--- src/rtl/turf_udp_out_arb.sv ---
// -----------------------------------------------------------------------------
// turf_udp_out_arb
//
// Packet-level round-robin arbiter that merges the per-port outbound UDP
// header/payload stream pairs into the single header/payload pair feeding the
// UDP core. One granted port owns both output streams from header acceptance
// through the payload beat carrying tlast, so packets are never interleaved.
//
// Ports:
//   clk, rst            - clock; asynchronous active-high reset
//   s_hdr_*             - per-port header streams (tdata 64b, tuser 16b)
//   s_payload_*         - per-port payload streams (tdata/tkeep/tlast)
//   m_hdr_*             - merged header stream to the UDP core
//   m_payload_*         - merged payload stream to the UDP core
//   grant               - index of the current or last granted port
//   busy                - high while a packet is being forwarded (HDR/DATA)
// -----------------------------------------------------------------------------
module turf_udp_out_arb #(
   parameter int NUM_PORT      = 5,
   parameter int PAYLOAD_WIDTH = 64
) (
   input  logic                                  clk,
   input  logic                                  rst,

   input  logic [NUM_PORT*64-1:0]                s_hdr_tdata,
   input  logic [NUM_PORT-1:0]                   s_hdr_tvalid,
   output logic [NUM_PORT-1:0]                   s_hdr_tready,
   input  logic [NUM_PORT*16-1:0]                s_hdr_tuser,

   input  logic [NUM_PORT*PAYLOAD_WIDTH-1:0]     s_payload_tdata,
   input  logic [NUM_PORT-1:0]                   s_payload_tvalid,
   output logic [NUM_PORT-1:0]                   s_payload_tready,
   input  logic [NUM_PORT*PAYLOAD_WIDTH/8-1:0]   s_payload_tkeep,
   input  logic [NUM_PORT-1:0]                   s_payload_tlast,

   output logic [63:0]                           m_hdr_tdata,
   output logic                                  m_hdr_tvalid,
   input  logic                                  m_hdr_tready,
   output logic [15:0]                           m_hdr_tuser,

   output logic [PAYLOAD_WIDTH-1:0]              m_payload_tdata,
   output logic                                  m_payload_tvalid,
   input  logic                                  m_payload_tready,
   output logic [PAYLOAD_WIDTH/8-1:0]            m_payload_tkeep,
   output logic                                  m_payload_tlast,

   output logic [$clog2(NUM_PORT)-1:0]           grant,
   output logic                                  busy
);

   localparam int KEEP_WIDTH = PAYLOAD_WIDTH / 8;
   localparam int GW         = $clog2(NUM_PORT);

   typedef enum logic [1:0] {IDLE, HDR, DATA} state_t;

   state_t        state;
   logic [GW-1:0] next_grant;

   logic          sel_hdr_tvalid;
   logic          sel_payload_tvalid;

   // Round-robin search starting at grant+1. Walking the offsets from the
   // farthest to the nearest lets the nearest requester overwrite the others,
   // so the port that just finished (offset NUM_PORT) has the lowest priority.
   always_comb begin : arb_search
      int            cand;
      logic [GW-1:0] idx;
      // NOTE: every always_comb output gets a default first so no path leaves
      // it unassigned, which would infer a latch.
      cand       = 0;
      idx        = '0;
      next_grant = grant;
      for (int i = NUM_PORT; i >= 1; i--) begin
         cand = int'(grant) + i;
         if (cand >= NUM_PORT) cand = cand - NUM_PORT;
         idx = GW'(cand);
         if (s_hdr_tvalid[idx]) next_grant = idx;
      end
   end

   // Output muxes follow grant in every state; the valids are then gated by
   // state so stale data while valid is low is harmless.
   always_comb begin : out_mux
      m_hdr_tdata        = '0;
      m_hdr_tuser        = '0;
      sel_hdr_tvalid     = 1'b0;
      m_payload_tdata    = '0;
      m_payload_tkeep    = '0;
      m_payload_tlast    = 1'b0;
      sel_payload_tvalid = 1'b0;
      s_hdr_tready       = '0;
      s_payload_tready   = '0;
      for (int p = 0; p < NUM_PORT; p++) begin
         if (grant == GW'(p)) begin
            m_hdr_tdata        = s_hdr_tdata[64*p +: 64];
            m_hdr_tuser        = s_hdr_tuser[16*p +: 16];
            sel_hdr_tvalid     = s_hdr_tvalid[p];
            m_payload_tdata    = s_payload_tdata[PAYLOAD_WIDTH*p +: PAYLOAD_WIDTH];
            m_payload_tkeep    = s_payload_tkeep[KEEP_WIDTH*p +: KEEP_WIDTH];
            m_payload_tlast    = s_payload_tlast[p];
            sel_payload_tvalid = s_payload_tvalid[p];
            s_hdr_tready[p]     = (state == HDR)  && m_hdr_tready;
            s_payload_tready[p] = (state == DATA) && m_payload_tready;
         end
      end
      m_hdr_tvalid     = (state == HDR)  && sel_hdr_tvalid;
      m_payload_tvalid = (state == DATA) && sel_payload_tvalid;
   end

   // Packet FSM. Reset parks grant on the last port so port 0 wins first.
   always_ff @(posedge clk or posedge rst) begin
      if (rst) begin
         // NOTE: state registers use non-blocking assignments so every flop
         // samples pre-edge values regardless of statement order.
         state <= IDLE;
         grant <= GW'(NUM_PORT - 1);
         busy  <= 1'b0;
      end else begin
         case (state)
            IDLE: begin
               if (|s_hdr_tvalid) begin
                  grant <= next_grant;
                  state <= HDR;
                  busy  <= 1'b1;
               end
            end
            HDR: begin
               if (m_hdr_tvalid && m_hdr_tready) state <= DATA;
            end
            DATA: begin
               if (m_payload_tvalid && m_payload_tready && m_payload_tlast) begin
                  state <= IDLE;
                  busy  <= 1'b0;
               end
            end
            default: begin
               state <= IDLE;
               busy  <= 1'b0;
            end
         endcase
      end
   end

endmodule

--- config.mk ---
export PLATFORM = sky130hd
export DESIGN_NAME = turf_udp_out_arb
export DESIGN_NICKNAME = d
export VERILOG_FILES = /design/src/rtl/turf_udp_out_arb.sv
export SDC_FILE = /design/constraint.sdc
export NUM_CORES = 1
export LEC_CHECK = 0
export ABC_AREA = 1
export BUFFER_PORTS_ARGS = -buffer_cell sky130_fd_sc_hd__buf_4
export CAP_MARGIN = 40
export CORE_AREA = 2 2 367 369
export DETAILED_ROUTE_END_ITERATION = 8
export DIE_AREA = 0 0 369 371
export PLACE_DENSITY_LB_ADDON = 0.25
export SLEW_MARGIN = 20
export SYNTH_ARGS = -nofsm -noshare
export SYNTH_HDL_FRONTEND = slang
export SYNTH_SLANG_ARGS = --single-unit
--- constraint.sdc ---
create_clock -name clk -period 3 [get_ports clk]
set_input_delay 0.6 -clock clk [delete_from_list [all_inputs] [get_ports clk]]
set_output_delay 0.6 -clock clk [all_outputs]
set_load 0.02 [all_outputs]
==> results of run 1 <==
-- cell families after synthesis --
family | after synthesis | share of synthesized area [%]
flip-flops | 6 | 2.17
buffers and inverters | 173 | 10.9
adder cells (fa/ha/maj) | 15 | 2.80
AND/OR/NAND/NOR | 503 | 29.5
AO/OA/AOI/OAI | 483 | 54.4
XOR/XNOR | 1 | 0.233
-- where the power goes --
part,switching [mW],total [mW],leakage [nW],internal (mW)
registers,0.0392,0.166,0.0695,0.127
clock network,0.0466,0.223,0.0382,0.176
logic,11.6,19.7,7.62,8.11
total,11.7,20.1,7.73,8.41
-- layer usage --
layer | GRT usage [%] | vias to the layer above | share of wire [%]
met1 | 18.5 | 7013 | 40
met2 | 27.4 | 776 | 50
li1 | - | 6436 | -
met5 | 0 | - | 0.21
met4 | 1.35 | 40 | 1.5
met3 | 4.69 | 174 | 8.5
-- worst reg2reg max path: stages (launching register included) --
cell,delay [ns]
dfrtp_1,0.38
inv_2,0.09
buf_4,0.14
buf_4,0.15
ha_1,0.20
ha_1,0.30
nand2_1,0.18
nand3_1,0.21
nand2_1,0.11
nand2_1,0.09
nand3_1,0.09
nand2_1,0.08
a21oi_2,0.18
nand3_2,0.10
nand2_2,0.12
nor2_1,0.05
nand2_1,0.05
nand2_1,0.04
-- cells in the mapped netlist, drive strengths merged, types with 3 or more instances --
master and n:
o21ai 14, a221o 152, a31oi 153, nand3 39
o211ai 152, ha 14, dfrtp 5, inv 36
nor2 178, clkbuf 100, a21oi 5, buf 37
nand4 6, nand2 275, o21a 3
-- state kept, by name, summed over array words and instances, names as in the netlist --
name,flops
busy,1
grant,3
state,2
-- placed cells by master, fill, tap and decap left out, types with 2 or more instances in the layout --
cell type | netlist | routed
buf_4 | 2 | 1011
o21ai_2 | 4 | 4
ha_4 | 0 | 4
buf_8 | 0 | 2
nand2_4 | 2 | 4
o21a_1 | 3 | 3
nor2_2 | 3 | 3
ha_1 | 14 | 9
inv_1 | 28 | 26
buf_6 | 11 | 12
a31oi_2 | 0 | 13
dfrtp_1 | 5 | 4
clkbuf_16 | 0 | 7
nand4_1 | 6 | 6
nor3_1 | 2 | 2
a22oi_1 | 2 | 2
nand2_8 | 1 | 2
buf_16 | 0 | 7
a31oi_1 | 153 | 140
nor2_1 | 175 | 174
diode_2 | 0 | 13
o21ai_0 | 5 | 5
nand3_1 | 34 | 34
a21oi_2 | 1 | 2
o211ai_1 | 152 | 152
a221o_1 | 152 | 152
a21oi_1 | 4 | 3
buf_12 | 0 | 22
inv_2 | 7 | 6
inv_8 | 0 | 4
nand2_2 | 11 | 11
nand2_1 | 261 | 258
nand3_2 | 5 | 5
o21ai_1 | 5 | 5
-- cell type report --
| cell class | instances | area, um^2 | share of cell area, % |
|---|---|---|---|
| Clock buffer | 4 | 78.8 | 0.453 |
| Inverter | 36 | 165 | 0.950 |
| Multi-Input combinational cell | 1002 | 6230 | 35.8 |
| Antenna cell | 13 | 32.5 | 0.187 |
| Sequential cell | 6 | 153 | 0.878 |
| Timing Repair Buffer | 1059 | 8520 | 49.0 |
| Tap cell | 1768 | 2210 | 12.7 |
-- how the worst max path moves through the flow --
stage,from,to,slack [ns],cells after the start
global route,grant[1],m_hdr_tdata[61],-0.04,12
finish,grant[1],m_hdr_tuser[5],-0.003,11
detailed placement,grant[1],m_hdr_tdata[60],0.09,9
floorplan,grant[1],m_payload_tdata[10],0.04,8
CTS,grant[0],m_payload_tdata[63],0.009,9
global placement,grant[1],m_hdr_tdata[60],0.13,9
-- through the flow --
stage	power (mW)	TNS, ns	hold WS, ns	instances
final	20.1	-0.00273	0.303	3888
after global routing	21.6	-0.398	0.327	3880
after CTS	19.8	0	0.313	3857
after detailed placement	19.0	0	0.479	3842
after global placement	19.1	0	0.472	3842
after floorplan	10.3	0	0.390	1181
-- repair_timing --
action / 4_1_cts / 5_1_grt
buffers inserted: 9 / 17
endpoints found under the setup margin: 44 / 69
gates resized for setup: 19 / 41
gates cloned: 2 / 4
pin swaps: 6 / 26
==> run_results.csv, run 1 <==
group,metric,value,unit
synthesis,yosys_warnings,0,
cells_and_area,fillers,15655,
setup_path,cpMaxStageDelayCell,"dfrtp_1",
grt,grt_first_pass_wirelength,142000,um
min_path,min_path_type,"input pin to asynchronous set/reset pin",
setup_path,cp_cell_sequence,"inv_2 -> ha_4 -> nor2_4 -> buf_6 -> buf_12 -> buf_8 -> buf_12 -> a221o_1 -> o211ai_1 -> a31oi_1 -> buf_4",
setup_path,crit_path_end_kind,"output pin",
clock_tree,insertion_delay,0.23,ns
sta,setup_viol,1,
grt,antenna_found_initial,80,
detailed_routing,drc_errors,0,
synthesis,synth_fp_nets,1975,
sta,final_hold_viol_count,0,
setup_path,path_common_cell,"buf_12",
sta,fmax,333,MHz
run_status,failed_checks,"negative setup slack",
synthesis,syn_inst,1181,
setup_path,path_class,"register to output pin",
clock_tree,cts_tree,"built",
synthesis,synth_edf_count,0,
sta,rsz0062_at_grt,"yes",
setup_path,r2r_end,"grant[0]",
placed_design,dp_hpwl,99300,um
clock_tree,cts_hold_buf,0,
power_and_ir_drop,ir_drop,0.513,mV
floorplanning,die_h,371,um
grt,grt_max_degree,74,
floorplanning,fp.dieW,369,um
cells_and_area,post-route-util,13.1,%
cells_and_area,drive_above_1_share,53.4,%
placed_design,pre_cts_slack,0.0865,ns
synthesis,yosys.area.top_type,"a221o_1",
power_and_ir_drop,powerDensity,1160,nW/um^2
grt,grt_pass1_vias,14130,
setup_path,r2r_cells,17,
sta,period_share,100,%
detailed_routing,viasPerCell,3.71,
detailed_routing,vias,14439,
setup_path,rr_startpoint,"grant[1]",
power_and_ir_drop,power_leakage,7.73,nW
clock_tree,cts_buffers,3,
synthesis,synth_area_per_cell,5.90,um^2
placed_design,dpl_cell_area,16700,um^2
sta,finalWorstSetupSlack,-0.00273,ns
detailed_routing,first_pass_iters,5,
floorplanning,die_area,137000,um^2
synthesis,ys_types,38,
synthesis,synth_area,6970,um^2
floorplanning,start_util,5.25,%
detailed_routing,drtIter0Drc,1031,
run,maxCapViolCount,0,
setup_path,critPathMaxFanout,13,
cells_and_area,nets,2902,
detailed_routing,routedWlPerCell,29.3,um
synthesis,synth_area_leaders,"a221o_1, o211ai_1, nand2_1",
setup_path,crit_arrival,2.40,ns
clock_tree,cts_sinks,6,
placed_design,gp_congestion,0.930,
sta,drv_slew,0,
placed_design,numPortBuffers,947,
floorplanning,ios,948,
synthesis,netlist.area_leader.share,21.8,%
sta,fin_skew,0.00297,ns
setup_path,startpoint_type,"register",
sta,timing.slew.headroom,63.4,%
grt,grt_remaining_overflow,0,
clock_tree,path_clk_slew,0.04,ns
synthesis,ys_ff_latch,6,
setup_path,critPathRequiredTime,2.40,ns
clock_tree,cts_root_buf,"clkbuf_16",
synthesis,ys_seq_area_share,2.17,%
synthesis,async_flop_share,100,%
sta,worst_pin_slew,0.547,ns
setup_path,critPathTopFamily,"buffers and inverters",
detailed_routing,ant_nets,0,
grt,grt_use_total,15.3,%
detailed_routing,wl,114000,um
synthesis,ys.flop_type,"dfrtp_1",
setup_path,rrSetupSlack,0.33,ns
run_status,outcome,"finished with violations",
sta,final.min_clock_period,3.00,ns
floorplanning,core_region_area,133000,um^2
clock_tree,clockBufferDepth,2,
setup_path,max_stage_delay,0.40,ns
cells_and_area,syn2layout_area_growth,150,%
clock_tree,htreeDepth,1,
floorplanning,rows,134,
setup_path,crit_buf_inv,6,
cells_and_area,design_area,17400,um^2
No activity file was read; power rests on OpenSTA's default activity.
==> run 2: changes to the inputs <==
--- a/config.mk
+++ b/config.mk
@@ -5,7 +5,7 @@
 export SDC_FILE = /design/constraint.sdc
 export NUM_CORES = 1
 export LEC_CHECK = 0
-export ABC_AREA = 1
+export ABC_AREA = 0
 export BUFFER_PORTS_ARGS = -buffer_cell sky130_fd_sc_hd__buf_4
 export CAP_MARGIN = 40
 export CORE_AREA = 2 2 367 369
==> constraint.sdc (replaced) <==
create_clock -name clk -period 2.9 [get_ports clk]
set_input_delay 0.58 -clock clk [delete_from_list [all_inputs] [get_ports clk]]
set_output_delay 0.58 -clock clk [all_outputs]
set_load 0.02 [all_outputs]
==> run 2 against run 1 <==
Net effect: worst setup slack lost 0.24 ns; final area grew 30%; synthesized area grew 0.25%; highest routed layer unchanged; the flow still finishes with violations (negative setup slack); first-iteration DRC count shrank 6.2%; critical endpoint is now m_payload_tdata[8]; flip-flop and latch count is the same; clock-buffer cell count is the same.
==> run_results.csv, run 2 <==
group,metric,value,unit
synthesis,ys.flop_type,"dfrtp_1",
cells_and_area,drive_above_1_share,69.9,%
cells_and_area,largest_reg_flops,3,
sta,rsz0062_at_grt,"yes",
cells_and_area,final_cell_mix,"buf_4, nand2_1, nor2_1, buf_6, o21ai_2",
synthesis,yosys_warnings,0,
synthesis,synth_edf_count,0,
floorplanning,die_area,137000,um^2
floorplanning,die_h,371,um
synthesis,synth_most_common_cell,"nor2_1",
grt,grt_max_degree,39,
power_and_ir_drop,powerDensity,60.2,nW/um^2
min_path,min_path_type,"input pin to asynchronous set/reset pin",
floorplanning,fp.dieW,369,um
power_and_ir_drop,power_leakage,9.75,nW
placed_design,dp_hpwl,93300,um
clock_tree,htreeDepth,1,
grt,grt_remaining_overflow,0,
detailed_routing,viasPerCell,3.66,
clock_tree,clockBufferDepth,2,
synthesis,ys_types,66,
floorplanning,start_util,5.26,%
detailed_routing,routedWlPerCell,27.9,um
setup_path,path_class,"register to output pin",
synthesis,ys_ff_latch,6,
sta,final.min_clock_period,3.15,ns
detailed_routing,drc_errors,0,
power_and_ir_drop,power_frac_comb,76.4,%
run_status,failed_checks,"negative setup slack",
synthesis,yosys.area.top_type,"a221oi_1",
clock_tree,insertion_delay,0.23,ns
setup_path,critPathRequiredTime,2.32,ns
setup_path,startpoint_type,"register",
detailed_routing,ant_nets,0,
sta,fin_tns_setup,-16.23,ns
setup_path,crit_path_end_kind,"output pin",
cells_and_area,nets,3189,
cells_and_area,fillers,15251,
synthesis,synth_area,6990,um^2
placed_design,numPortBuffers,947,
clock_tree,cts_root_buf,"clkbuf_16",
setup_path,crit_arrival,2.57,ns
power_and_ir_drop,fin_total_pwr,1.36,mW
synthesis,synth_fp_nets,2072,
cells_and_area,layout_commonest_cell,"buf_4",
detailed_routing,wl,116000,um
placed_design,dp_cells,4047,
sta,worst_pin_slew,0.419,ns
clock_tree,cts_buffers,3,
cells_and_area,syn2layout_area_growth,224,%
sta,finalWorstSetupSlack,-0.246,ns
clock_tree,path_clk_slew,0.04,ns
synthesis,netlist.area_leader.share,19.8,%
cells_and_area,largest-register,"grant",
grt,grt_pass1_vias,14782,
floorplanning,ios,948,
setup_path,critPathMaxFanout,7,
cells_and_area,layout.cells.non_filler,4174,
clock_tree,cts_hold_buf,0,
synthesis,async_flop_share,100,%
cells_and_area,largestRegisters,"grant (3), state (2), busy (1)",
power_and_ir_drop,p_seq_share,6.2,%
sta,fmax,318,MHz
clock_tree,cts_sinks,6,
floorplanning,rows,134,
run_status,outcome,"finished with violations",
sta,period_share,108,%
placed_design,pre_cts_slack,-0.384,ns
sta,timing.slew.headroom,72.1,%
power_and_ir_drop,clockPowerShare,17.5,%
floorplanning,core_region_area,133000,um^2
power_and_ir_drop,power.net_switching,402,uW
detailed_routing,drtIter0Drc,967,
detailed_routing,first_pass_iters,5,
sta,setup_viol,155,
synthesis,ys_seq_area_share,2.17,%
grt,grt_use_total,15.1,%
run,maxCapViolCount,0,
synthesis,synth_area_leaders,"a221oi_1, o21ai_0, a21oi_1",
synthesis,synth.cells.most_frequent,"nor2_1, nand2_1, o21ai_0",
sta,drv_slew,0,
synthesis,synth_area_per_cell,5.47,um^2
sta,final_hold_viol_count,0,
grt,antenna_found_initial,43,
synthesis,syn_inst,1278,
sta,fin_skew,0.000231,ns
detailed_routing,vias,15272,
power_and_ir_drop,ir_drop,0.0948,mV
grt,grt_first_pass_wirelength,140000,um
power_and_ir_drop,p_int,958,uW
clock_tree,cts_tree,"built",
placed_design,gp_congestion,0.904,
power_and_ir_drop,switching_share,29.6,%
[run 2: cell types whose count changed after synthesis, moves of 12 or more]
cell / change
a21oi_1: +156
a221o_1: -151
a221oi_1: +158
a31oi_1: -152
clkbuf_1: +29
inv_1: -15
nand2_1: -93
nand2b_1: +12
nand3_1: -30
nor3_1: +155
o211ai_1: -148
o21ai_0: +161
[run 2: cell families after synthesis]
group | Yosys count | share of synthesized area, %
fa+ha+maj | 15 | 2.79
compound gates | 533 | 49.4
simple gates | 551 | 34.5
flops | 6 | 2.17
xor+xnor | 4 | 0.501
mux | 10 | 2.01
buf+inv | 159 | 8.65
[run 2: layer usage]
layer | part of all wire (%) | track usage [%]
met5 | 0.16 | 0
met2 | 52 | 28.1
met3 | 8.9 | 5.21
met1 | 37 | 16.9
met4 | 2.1 | 1.99
[run 2: power by group through the flow]
stage | Combinational (mW) | Clock (mW) | Sequential, mW
global route | 1.09 | 0.245 | 0.0842
finish | 1.04 | 0.237 | 0.0842
detailed placement | 0.985 | 0 | 0.0852
global placement | 0.980 | 0 | 0.0852
floorplan | 0.0375 | 0 | 0.0852
CTS | 1.02 | 0.240 | 0.0842
[run 2: metrics by stage]
step	cell area [um^2]	hold slack [ns]	util, %
floorplan	7710	0.370	-
global placement	18300	0.538	13.8
detailed placement	18300	0.555	13.8
CTS	20700	0.315	15.6
global route	22600	0.323	17.0
finish	22600	0.296	17.0
[run 2: worst max-delay path, cell delays in order, from the launching register on]
cell      delay [ns]
dfrtp_2         0.40
inv_4           0.06
buf_12          0.12
ha_4            0.15
nor3b_4         0.16
buf_12          0.15
buf_16          0.16
buf_6           0.12
a221oi_4        0.43
buf_6           0.16
nor3_4          0.03
a21oi_2         0.12
o21ai_2         0.08
buf_6           0.13
[run 2: layout make-up]
| class | instances | area (um^2) | area share [%] |
|---|---|---|---|
| Timing Repair Buffer | 1258 | 11500 | 51.0 |
| Multi-Input combinational cell | 1113 | 8560 | 37.9 |
| Tap cell | 1768 | 2210 | 9.78 |
| Sequential cell | 6 | 154 | 0.680 |
| Clock buffer | 4 | 78.8 | 0.348 |
| Inverter | 13 | 53.8 | 0.238 |
| Antenna cell | 12 | 30.0 | 0.133 |
[run 2: repair_timing]
action / CTS / global route
setup buffers: 44 / 44
resized for setup: 273 / 266
pin swaps: 31 / 79
cloned: 18 / 14
endpoints found under the setup margin: 150 / 158
[run 2: path summary, 6_finish.rpt]
check / startpoint / endpoint / slack (ns) / cells past startpoint
min in group clk: m_hdr_tready / state[0] / 0.55 / 2
worst max register to register: grant[1] / grant[0] / -0.19 / 12
worst max-delay path: grant[1] / m_payload_tdata[8] / -0.25 / 13
worst min-delay path: rst / grant[0] / 0.30 / 2
max in group asynchronous: rst / grant[2] / 2.33 / 2
worst min register to register: busy / busy / 0.55 / 2
